[src/rtl/hazard_scoreboard_pkg.sv]
// hazard_scoreboard_pkg: definitions shared by the hazard scoreboard and its
// per-register entry: the halt FSM state encoding, the pipeline-age codes
// for a tracked write, the default register index width, and the rule that
// decides whether one source operand must wait.
package hazard_scoreboard_pkg;

  localparam int unsigned NB_REG_DEFAULT = 5;

  typedef enum logic [1:0] {
    ST_RUN    = 2'd0,
    ST_DRAIN  = 2'd1,
    ST_HALTED = 2'd2
  } state_e;

  localparam logic [1:0] AGE_NONE = 2'd0;
  localparam logic [1:0] AGE_EX   = 2'd1;
  localparam logic [1:0] AGE_MEM  = 2'd2;
  localparam logic [1:0] AGE_WB   = 2'd3;

  // A non-branch consumer can only be fed by forwarding once a load has
  // reached MEM. A branch compares in ID, so it needs any ALU result to be
  // in MEM and a load result to be in WB.
  function automatic logic src_hazard(input logic       pend,
                                      input logic       is_load,
                                      input logic [1:0] age,
                                      input logic       branch);
    logic hz;
    hz = 1'b0;
    if (pend) begin
      if (branch) hz = (age == AGE_EX) || (is_load && (age == AGE_MEM));
      else        hz = is_load && (age == AGE_EX);
    end
    return hz;
  endfunction

endpackage

[src/rtl/hazard_scoreboard_entry.sv]
// hazard_reg_entry: tracking state for one architectural register.
// Ports:
//   clk_i, rst_ni   clock and asynchronous active-low reset
//   issue_i         a producer of this register leaves ID this cycle
//   load_i          that producer is a load
//   pend_o          a write to this register is still in flight
//   load_o          the in-flight producer is a load
//   age_o           pipeline stage of the producer (EX/MEM/WB)
module hazard_reg_entry
  import hazard_scoreboard_pkg::*;
(
  input  logic       clk_i,
  input  logic       rst_ni,
  input  logic       issue_i,
  input  logic       load_i,
  output logic       pend_o,
  output logic       load_o,
  output logic [1:0] age_o
);

  logic       pend_q, pend_d;
  logic       load_q, load_d;
  logic [1:0] age_q,  age_d;

  // A new issue always replaces the previous producer: the newest write wins.
  always_comb begin
    pend_d = pend_q;
    load_d = load_q;
    age_d  = age_q;
    if (issue_i) begin
      pend_d = 1'b1;
      load_d = load_i;
      age_d  = AGE_EX;
    end else if (pend_q) begin
      if (age_q == AGE_WB) begin
        pend_d = 1'b0;
        load_d = 1'b0;
        age_d  = AGE_NONE;
      end else begin
        age_d  = age_q + 2'd1;
      end
    end
  end

  always_ff @(posedge clk_i or negedge rst_ni) begin
    if (!rst_ni) begin
      pend_q <= 1'b0;
      load_q <= 1'b0;
      age_q  <= AGE_NONE;
    end else begin
      pend_q <= pend_d;
      load_q <= load_d;
      age_q  <= age_d;
    end
  end

  assign pend_o = pend_q;
  assign load_o = load_q;
  assign age_o  = age_q;

endmodule

[src/rtl/hazard_scoreboard.sv]
// hazard_scoreboard: producer-side hazard tracker for the 5-stage MIPS
// pipeline. Tracks every register write from ID through EX/MEM/WB, raises
// stall/flush for load-use and early-branch hazards, and drains the pipe on
// HALT before reporting the CPU halted.
// Ports:
//   i_clk, i_reset            clock, asynchronous active-low reset
//   i_instr_rs_D/rt_D         source registers of the ID instruction
//   i_use_rt_D, i_branch_D    ID reads rt / ID is a branch resolved in ID
//   i_valid_D                 ID holds a real instruction
//   i_reg_write_D, i_mem_to_reg_D, i_write_reg_D  destination info
//   i_halt_D                  ID holds HALT
//   o_stall_F/o_stall_D/o_flush_E  hold PC, hold IF/ID, bubble ID/EX
//   o_halted                  pipeline drained after HALT
//   o_busy                    at least one pending write tracked
//   o_stall_count             stall-cycle counter (HAZARD_STALL_STATS_EN only)
// Build option: define HAZARD_STALL_STATS_EN to add o_stall_count.
module hazard_scoreboard
  import hazard_scoreboard_pkg::*;
#(
  parameter int unsigned NB_REG       = NB_REG_DEFAULT,
  parameter int unsigned N_REGS       = 32,
  parameter int unsigned NB_STALL_CNT = 32
) (
  input  logic              i_clk,
  input  logic              i_reset,
  input  logic [NB_REG-1:0] i_instr_rs_D,
  input  logic [NB_REG-1:0] i_instr_rt_D,
  input  logic              i_use_rt_D,
  input  logic              i_branch_D,
  input  logic              i_valid_D,
  input  logic              i_reg_write_D,
  input  logic              i_mem_to_reg_D,
  input  logic [NB_REG-1:0] i_write_reg_D,
  input  logic              i_halt_D,
  output logic              o_stall_F,
  output logic              o_stall_D,
  output logic              o_flush_E,
  output logic              o_halted,
  output logic              o_busy
`ifdef HAZARD_STALL_STATS_EN
  ,
  output logic [NB_STALL_CNT-1:0] o_stall_count
`endif
);

  logic [N_REGS-1:0]      pend;
  logic [N_REGS-1:0]      is_load;
  logic [N_REGS-1:0][1:0] age;

  state_e state_q;
  logic   halted_q;
  logic   hz_rs, hz_rt, hazard, stall, issue, wr_issue;

  // Register 0 is hard-wired and never creates a dependency.
  assign pend[0]    = 1'b0;
  assign is_load[0] = 1'b0;
  assign age[0]     = AGE_NONE;

  for (genvar g = 1; g < N_REGS; g++) begin : g_entry
    hazard_reg_entry u_entry (
      .clk_i   (i_clk),
      .rst_ni  (i_reset),
      .issue_i (wr_issue && (i_write_reg_D == NB_REG'(g))),
      .load_i  (i_mem_to_reg_D),
      .pend_o  (pend[g]),
      .load_o  (is_load[g]),
      .age_o   (age[g])
    );
  end

  always_comb begin
    hz_rs  = src_hazard(pend[i_instr_rs_D], is_load[i_instr_rs_D],
                        age[i_instr_rs_D], i_branch_D);
    hz_rt  = i_use_rt_D &&
             src_hazard(pend[i_instr_rt_D], is_load[i_instr_rt_D],
                        age[i_instr_rt_D], i_branch_D);
    hazard = i_valid_D && (hz_rs || hz_rt) && (state_q == ST_RUN);
    // Outside RUN the front end is frozen regardless of the ID contents.
    stall  = hazard || (state_q != ST_RUN);
    issue  = i_valid_D && !stall;
    // HALT issues but never writes a register.
    wr_issue = issue && i_reg_write_D && !i_halt_D && (i_write_reg_D != '0);
  end

  assign o_busy = |pend;

  always_ff @(posedge i_clk or negedge i_reset) begin
    if (!i_reset) begin
      state_q  <= ST_RUN;
      halted_q <= 1'b0;
    end else begin
      unique case (state_q)
        ST_RUN: begin
          if (issue && i_halt_D) state_q <= ST_DRAIN;
        end
        ST_DRAIN: begin
          if (!o_busy) begin
            state_q  <= ST_HALTED;
            halted_q <= 1'b1;
          end
        end
        ST_HALTED: begin
          halted_q <= 1'b1;
        end
        default: begin
          state_q  <= ST_RUN;
          halted_q <= 1'b0;
        end
      endcase
    end
  end

  assign o_stall_F = stall;
  assign o_stall_D = stall;
  assign o_flush_E = stall;
  assign o_halted  = halted_q;

`ifdef HAZARD_STALL_STATS_EN
  logic [NB_STALL_CNT-1:0] stall_cnt_q;

  // Only hazard stalls in RUN are counted; drain/halt freezes are not.
  always_ff @(posedge i_clk or negedge i_reset) begin
    if (!i_reset)                          stall_cnt_q <= '0;
    else if (hazard && (stall_cnt_q != '1)) stall_cnt_q <= stall_cnt_q + 1'b1;
  end

  assign o_stall_count = stall_cnt_q;
`endif

endmodule

[config.mk]
export PLATFORM = sky130hd
export DESIGN_NAME = hazard_scoreboard
export DESIGN_NICKNAME = d
export VERILOG_FILES = /design/src/rtl/hazard_scoreboard_pkg.sv /design/src/rtl/hazard_scoreboard_entry.sv /design/src/rtl/hazard_scoreboard.sv
export SDC_FILE = /design/constraint.sdc
export NUM_CORES = 1
export LEC_CHECK = 0
export ABC_AREA = 1
export BUFFER_PORTS_ARGS = -buffer_cell sky130_fd_sc_hd__buf_2
export CAP_MARGIN = 15
export CORE_MARGIN = 2
export CORE_UTILIZATION = 31
export DETAILED_ROUTE_END_ITERATION = 8
export PLACE_DENSITY_LB_ADDON = 0.25
export SLEW_MARGIN = 20
export SYNTH_ARGS = -nofsm -noshare
export SYNTH_HDL_FRONTEND = slang
export SYNTH_HIERARCHICAL = 1
export SYNTH_SLANG_ARGS = --single-unit
[constraint.sdc]
create_clock -name i_clk -period 3.2 [get_ports i_clk]
set_input_delay 0.64 -clock i_clk [delete_from_list [all_inputs] [get_ports i_clk]]
set_output_delay 0.64 -clock i_clk [all_outputs]
set_load 0.02 [all_outputs]
# After elaboration in Yosys (flattened, before gate mapping)
# Cells that the tools add are included.
# op_classes
bitwise_logic,2
n_addsub,31
reduce_logical,148
n_eq_ne,70
mux,300
n_lt_le_gt_ge,2
# op_table
operator,n
1-bit two-way mux,195
2-bit two-way mux,97
2-bit nonzero test,63
"5-bit == test, second input constant",16
"2-bit == test, second input constant",34
2-bit AND reduction,32
"2-bit by 1-bit adder with 2-bit output, second input constant",31
1-bit logical AND,43
"5-bit by 4-bit == test with 1-bit output, second input constant",8
31-bit OR reduction,1
1-bit binary-select mux with 5-bit select,4
2-bit binary-select mux with 5-bit select,2
"5-bit by 3-bit == test with 1-bit output, second input constant",4
"5-bit by 6-bit less-than comparator with 1-bit output, second input constant",2
"5-bit by 2-bit == test with 1-bit output, second input constant",2
"2-bit by 1-bit == test with 1-bit output, second input constant",3
2-bit case mux with 3 select lines,1
"5-bit by 1-bit == test with 1-bit output, second input constant",1
5-bit nonzero test,1
1-bit logical OR,4
1-bit case mux with 3 select lines,1
3-bit AND reduction,1
1-bit logical NOT,2
2-bit logical NOT,1
other kinds (3),4
# word_totals
word_cells,648
input_bits,23
out_inout_bits,5
reg_bits,127

# Logic depth before layout (Yosys ltp)
# depth
word_depth,20
mapped_depth,23

# Hierarchy
# Netlist, hierarchy kept.
# by_module_without_submodules
mod,area_per_inst_um2,cells_each,seq_area_each_um2,instances
hazard_reg_entry,176.4,20,100.1,31
hazard_scoreboard,3464.6,712,75.1,1

# Worst setup path before layout
# No wires, ideal clock.
# synth_path
path_type,input to output
start,input i_instr_rt_D[0]
end,output o_stall_D
cell_stages,15
required_ps,2560
n_path_buf,4
path_slack_ps,365
arrival_time_ps,2195
path_cell_list,buf_6 -> buf_6 -> buf_2 -> o211ai_1 -> nand3_1 -> nand2_1 -> nand2_1 -> a21oi_1 -> nand2_1 -> nand3_1 -> nand3_2 -> nand2_1 -> nand2_1 -> nand2_1 -> buf_4
# synth_via
elab_chain_len,12
word_cells_on_any_way,18
classes_between,eq/ne (2); mux (8); reduce/logical (8)
# synth_lines
element,line,rtl
"start, declared",hazard_scoreboard.sv:27,"input logic [NB_REG-1:0] i_instr_rt_D,"
2-bit binary-select mux with 5-bit select,hazard_scoreboard.sv:76,"age[i_instr_rt_D], i_branch_D);"
2-bit two-way mux (implied by the code),hazard_scoreboard.sv:76,
2-bit == test,hazard_scoreboard_pkg.sv:30,if (branch) hz = (age == AGE_EX) || (is_load && (age == AGE_MEM));
1-bit logical AND,hazard_scoreboard_pkg.sv:30,
1-bit logical OR,hazard_scoreboard_pkg.sv:30,
1-bit two-way mux,hazard_scoreboard_pkg.sv:30,
1-bit two-way mux (*),hazard_scoreboard_pkg.sv:29,if (pend) begin
1-bit logical AND (*),hazard_scoreboard.sv:74,hz_rt = i_use_rt_D &&
1-bit logical OR (*),hazard_scoreboard.sv:77,hazard = i_valid_D && (hz_rs || hz_rt) && (state_q == ST_RUN);
1-bit logical AND (*) (2 in series),hazard_scoreboard.sv:77,
1-bit logical OR (*),hazard_scoreboard.sv:79,stall = hazard || (state_q != ST_RUN);
"end, declared",hazard_scoreboard.sv:36,"output logic o_stall_D,"
# Every way passes the cells marked *; elsewhere a longest branch is shown, timed or not. The select of a mux whose other input is x is not followed.

# Final worst setup path
# layout_path
start,register g_entry[5].u_entry.pend_q
end,output o_busy
# layout_via
elab_chain_len,1
# layout_lines
element,line,rtl
"start, declared",hazard_scoreboard_entry.sv:21,"logic pend_q, pend_d;"
"start signal, assigned",hazard_scoreboard_entry.sv:51,pend_q <= pend_d;
31-bit OR reduction,hazard_scoreboard.sv:85,assign o_busy = |pend;
"end, declared",hazard_scoreboard.sv:39,output logic o_busy
# Every way passes these cells.

==> flow_summary.json <==
{
  "drtAntennaViolNets": 0,
  "cts_tree": "done",
  "dp_hpwl_mm": 20.7,
  "swShare_pct": 40.3,
  "place_area_um2": 9950,
  "ys_top_cells_by_area": "dfrtp_1, nand2_1, nand3_1, inv_1, o21ai_0",
  "rr_worst_depth": 17,
  "slew-limit-headroom_pct": 44.0,
  "synth.avg_cell_area_um2": 6.71,
  "area_growth_syn_to_layout_pct": 19.8,
  "yosys.cell_types.count": 36,
  "cp.required_ns": 2.56,
  "r2r_slack_ns": 0.45,
  "clock.fmax_ghz": 0.324,
  "end_kind": "output port",
  "cts-root-buf": "clkbuf_16",
  "regToRegEndpoint": "g_entry[22].u_entry/age_o[1]$_DFFE_PN0P_",
  "total_power_w": 0.00680,
  "yosysTopAreaCellShare_pct": 35.6,
  "powerDensity_nw_per_um2": 636,
  "ios": 28,
  "crit_fanout": 6,
  "vias_per_cell": 4.92,
  "crit_buf_inv": 1,
  "n_antenna_cell": 0,
  "grt.overflow.total": 0,
  "status": "finished, final reports clean",
  "wl_per_cell_um": 15.7,
  "gp_congestion": 0.884,
  "nets": 1469,
  "drtPass1Iterations": 6,
  "hp-class": "input pin to async pin",
  "seq_power_share_pct": 38.2,
  "core-area_um2": 28500,
  "cts_sinks": 127,
  "dieArea_um2": 30200,
  "synth.net_count": 1390,
  "tightest_slew_ns": 0.840,
  "htree_levels": 4,
  "dp.cells": 1770,
  "period_needed_ns": 3.09,
  "critPathTopFamily": "simple AND/OR/NAND/NOR gates",
  "crit_chain": "nor4_1 -> nand4_1 -> or2_2 -> buf_2",
  "path_clk_slew_ns": 0.06,
  "stdcell_count": 1808,
  "crit-reg2reg-launch": "g_entry[4].u_entry/age_o[0]$_DFFE_PN0P_",
  "hold_violations": 0,
  "wirelength_mm": 28.4,
  "yosysTopAreaCell": "dfrtp_1",
  "maxCapViolations": 0,
  "maxSlewViolCount": 0,
  "arrival_ns": 2.45,
  "ys_seq_elements": 127,
  "track_usage_pct": 18.6,
  "yosysWarnings": 6,
  "grt_start_max_net_pins": 55,
  "insertion_delay_ns": 0.44,
  "die_h_um": 174,
  "drive_gt1_share_pct": 17.2,
  "drc_errors": 0,
  "antenna_found_initial": 0,
  "ir_drop_uv": 372,
  "syn-instance-count": 1332,
  "drt-initial-drc-count": 769,
  "die_w_um": 174,
  "grt_pass1_vias": 8219,
  "finClkSkew_ns": 0.00777,
  "switchingPower_w": 0.00274,
  "setup_violations": 0,
  "numCtsBuffers": 17,
  "initial_core_util_pct": 31.3,
  "worst_path_largest_cell_delay_ns": 0.60,
  "syn_area_um2": 8930,
  "p_comb_share_pct": 34.1,
  "internal_power_w": 0.00406,
  "p_clk_share_pct": 27.7,
  "clockBufferDepth": 2,
  "worstSetupPathDepth": 4,
  "p_leak_nw": 5.25,
  "seq_area_frac_synth_pct": 35.6,
  "worst_setup_path_start_kind": "register",
  "fin_area_um2": 10700,
  "crit_type": "register to output port",
  "critPathSlowestCell": "nor4_1",
  "vias": 8894,
  "rows": 62,
  "port_buffers": 27,
  "min_period_over_period_pct": 96.5,
  "grt_first_pass_wirelength_mm": 44.1
}
-- placed cells by master, fill, tap and decap left out, types with 3 or more instances in the layout --
| cell type | Yosys | final |
|---|---|---|
| buf_2 | 24 | 20 |
| o21ai_0 | 92 | 91 |
| clkinvlp_4 | 0 | 5 |
| o21ai_1 | 9 | 9 |
| nand2_2 | 2 | 7 |
| dfrtp_1 | 127 | 127 |
| a21oi_1 | 67 | 67 |
| nand3_1 | 156 | 156 |
| clkinv_2 | 0 | 5 |
| buf_4 | 9 | 61 |
| nor2_2 | 43 | 44 |
| inv_2 | 34 | 35 |
| inv_1 | 147 | 146 |
| nor2_4 | 3 | 3 |
| nand2_1 | 398 | 393 |
| buf_12 | 0 | 13 |
| nor2_1 | 113 | 112 |
| ha_1 | 35 | 35 |
| clkbuf_16 | 0 | 21 |
| nor4_1 | 7 | 7 |
| buf_6 | 11 | 7 |
| o211ai_1 | 29 | 29 |
-- routing by layer --
metal	wire length (um)	up-vias	global-route usage [%]
li1	-	4438	-
met4	750	0	7.21
met3	1610	48	3.07
met1	13000	4127	25.4
met5	0	-	0
met2	13000	281	29.3
-- power groups by stage --
| stage | Combinational, W | Clock, W | Sequential [W] |
|---|---|---|---|
| 6_report | 0.00232 | 0.00188 | 0.00260 |
| 5_1_grt | 0.00267 | 0.00200 | 0.00269 |
| 4_1_cts | 0.00226 | 0.00192 | 0.00260 |
| 3_5_place_dp | 0.00225 | 0 | 0.00262 |
| 3_3_place_gp | 0.00220 | 0 | 0.00261 |
| 2_1_floorplan | 0.00170 | 0 | 0.00245 |
-- sequential cells by signal, indices dropped and copies added, names as in the netlist --
name and flops:
state_q 2, g_entry.u_entry/load_o 31, o_halted 1, g_entry.u_entry/age_o 62, g_entry.u_entry/pend_o 31
-- logic make-up (layout without fill, tap and decap cells) --
logic type	Yosys count	after routing	synth area share, %
buffers and inverters	231	323	11.4
and+or+nand+nor	736	736	35.6
muxes	1	1	0.126
AOI/OAI and AO/OA	202	202	12.4
DFF	127	127	35.6
adders and majority gates	35	35	4.90
-- how the worst max path moves through the flow --
stage                                         from                                       end  slack, ns
6_report       g_entry[5].u_entry/pend_o$_DFF_PN0_                                    o_busy       0.11
5_1_grt                            i_instr_rs_D[0]                                 o_stall_D     -0.005
4_1_cts                            i_instr_rs_D[1]                                 o_stall_D       0.01
3_5_place_dp                       i_instr_rt_D[0]  g_entry[22].u_entry/age_o[1]$_DFFE_PN0P_      -0.13
3_3_place_gp                       i_instr_rt_D[0]    g_entry[22].u_entry/load_o$_DFFE_PN0P_      -0.08
2_1_floorplan                      i_instr_rt_D[0]                                 o_stall_D       0.36
-- per-stage QoR --
| step | util, % | hold slack (ns) | worst slack [ns] | TNS (ns) |
|---|---|---|---|---|
| 2_1_floorplan | - | 0.344 | 0.365 | 0 |
| 3_3_place_gp | 34.9 | 0.492 | -0.0829 | -0.456 |
| 3_5_place_dp | 34.9 | 0.496 | -0.128 | -0.889 |
| 4_1_cts | 36.8 | 0.184 | 0.00954 | 0 |
| 5_1_grt | 37.5 | 0.199 | -0.00519 | -0.0110 |
| 6_report | 37.5 | 0.161 | 0.112 | 0 |
-- cells in the mapped netlist --
library cell / n
o211ai_1: 29
nand3_1: 156
nand2_4: 2
mux2_2: 1
nand2_1: 398
buf_4: 9
nor2_2: 43
nor3_1: 1
inv_6: 1
dfrtp_1: 127
a21oi_2: 2
nand3_2: 3
o21ai_1: 9
nor2_1: 113
nand4_4: 1
nand4_1: 2
clkbuf_1: 2
ha_1: 35
o21bai_1: 1
buf_6: 11
inv_1: 147
nor4_1: 7
a21oi_1: 67
or2_1: 2
inv_4: 1
o21ai_2: 1
or2_0: 1
buf_1: 1
nand2_2: 2
inv_2: 34
nor2_4: 3
o211ai_2: 1
buf_2: 24
o21ai_0: 92
or2_2: 2
clkinv_1: 1
-- layout make-up --
| class | instances | area [um2] |
|---|---|---|
| Tap cell | 384 | 480 |
| Clock inverter | 14 | 119 |
| Fill cell | 3103 | 17800 |
| Inverter | 184 | 701 |
| Clock buffer | 18 | 439 |
| Sequential cell | 127 | 3180 |
| Timing Repair Buffer | 107 | 1030 |
| Multi-Input combinational cell | 974 | 4760 |
-- repair_timing --
item                       in CTS  in global routing
hold buffers                    0                  0
setup buffers                   0                  2
pin swaps                       0                  8
gates cloned                    0                  4
resized for setup               1                 29
setup endpoints to repair       3                  3
Power figures use the tool's default switching activity.
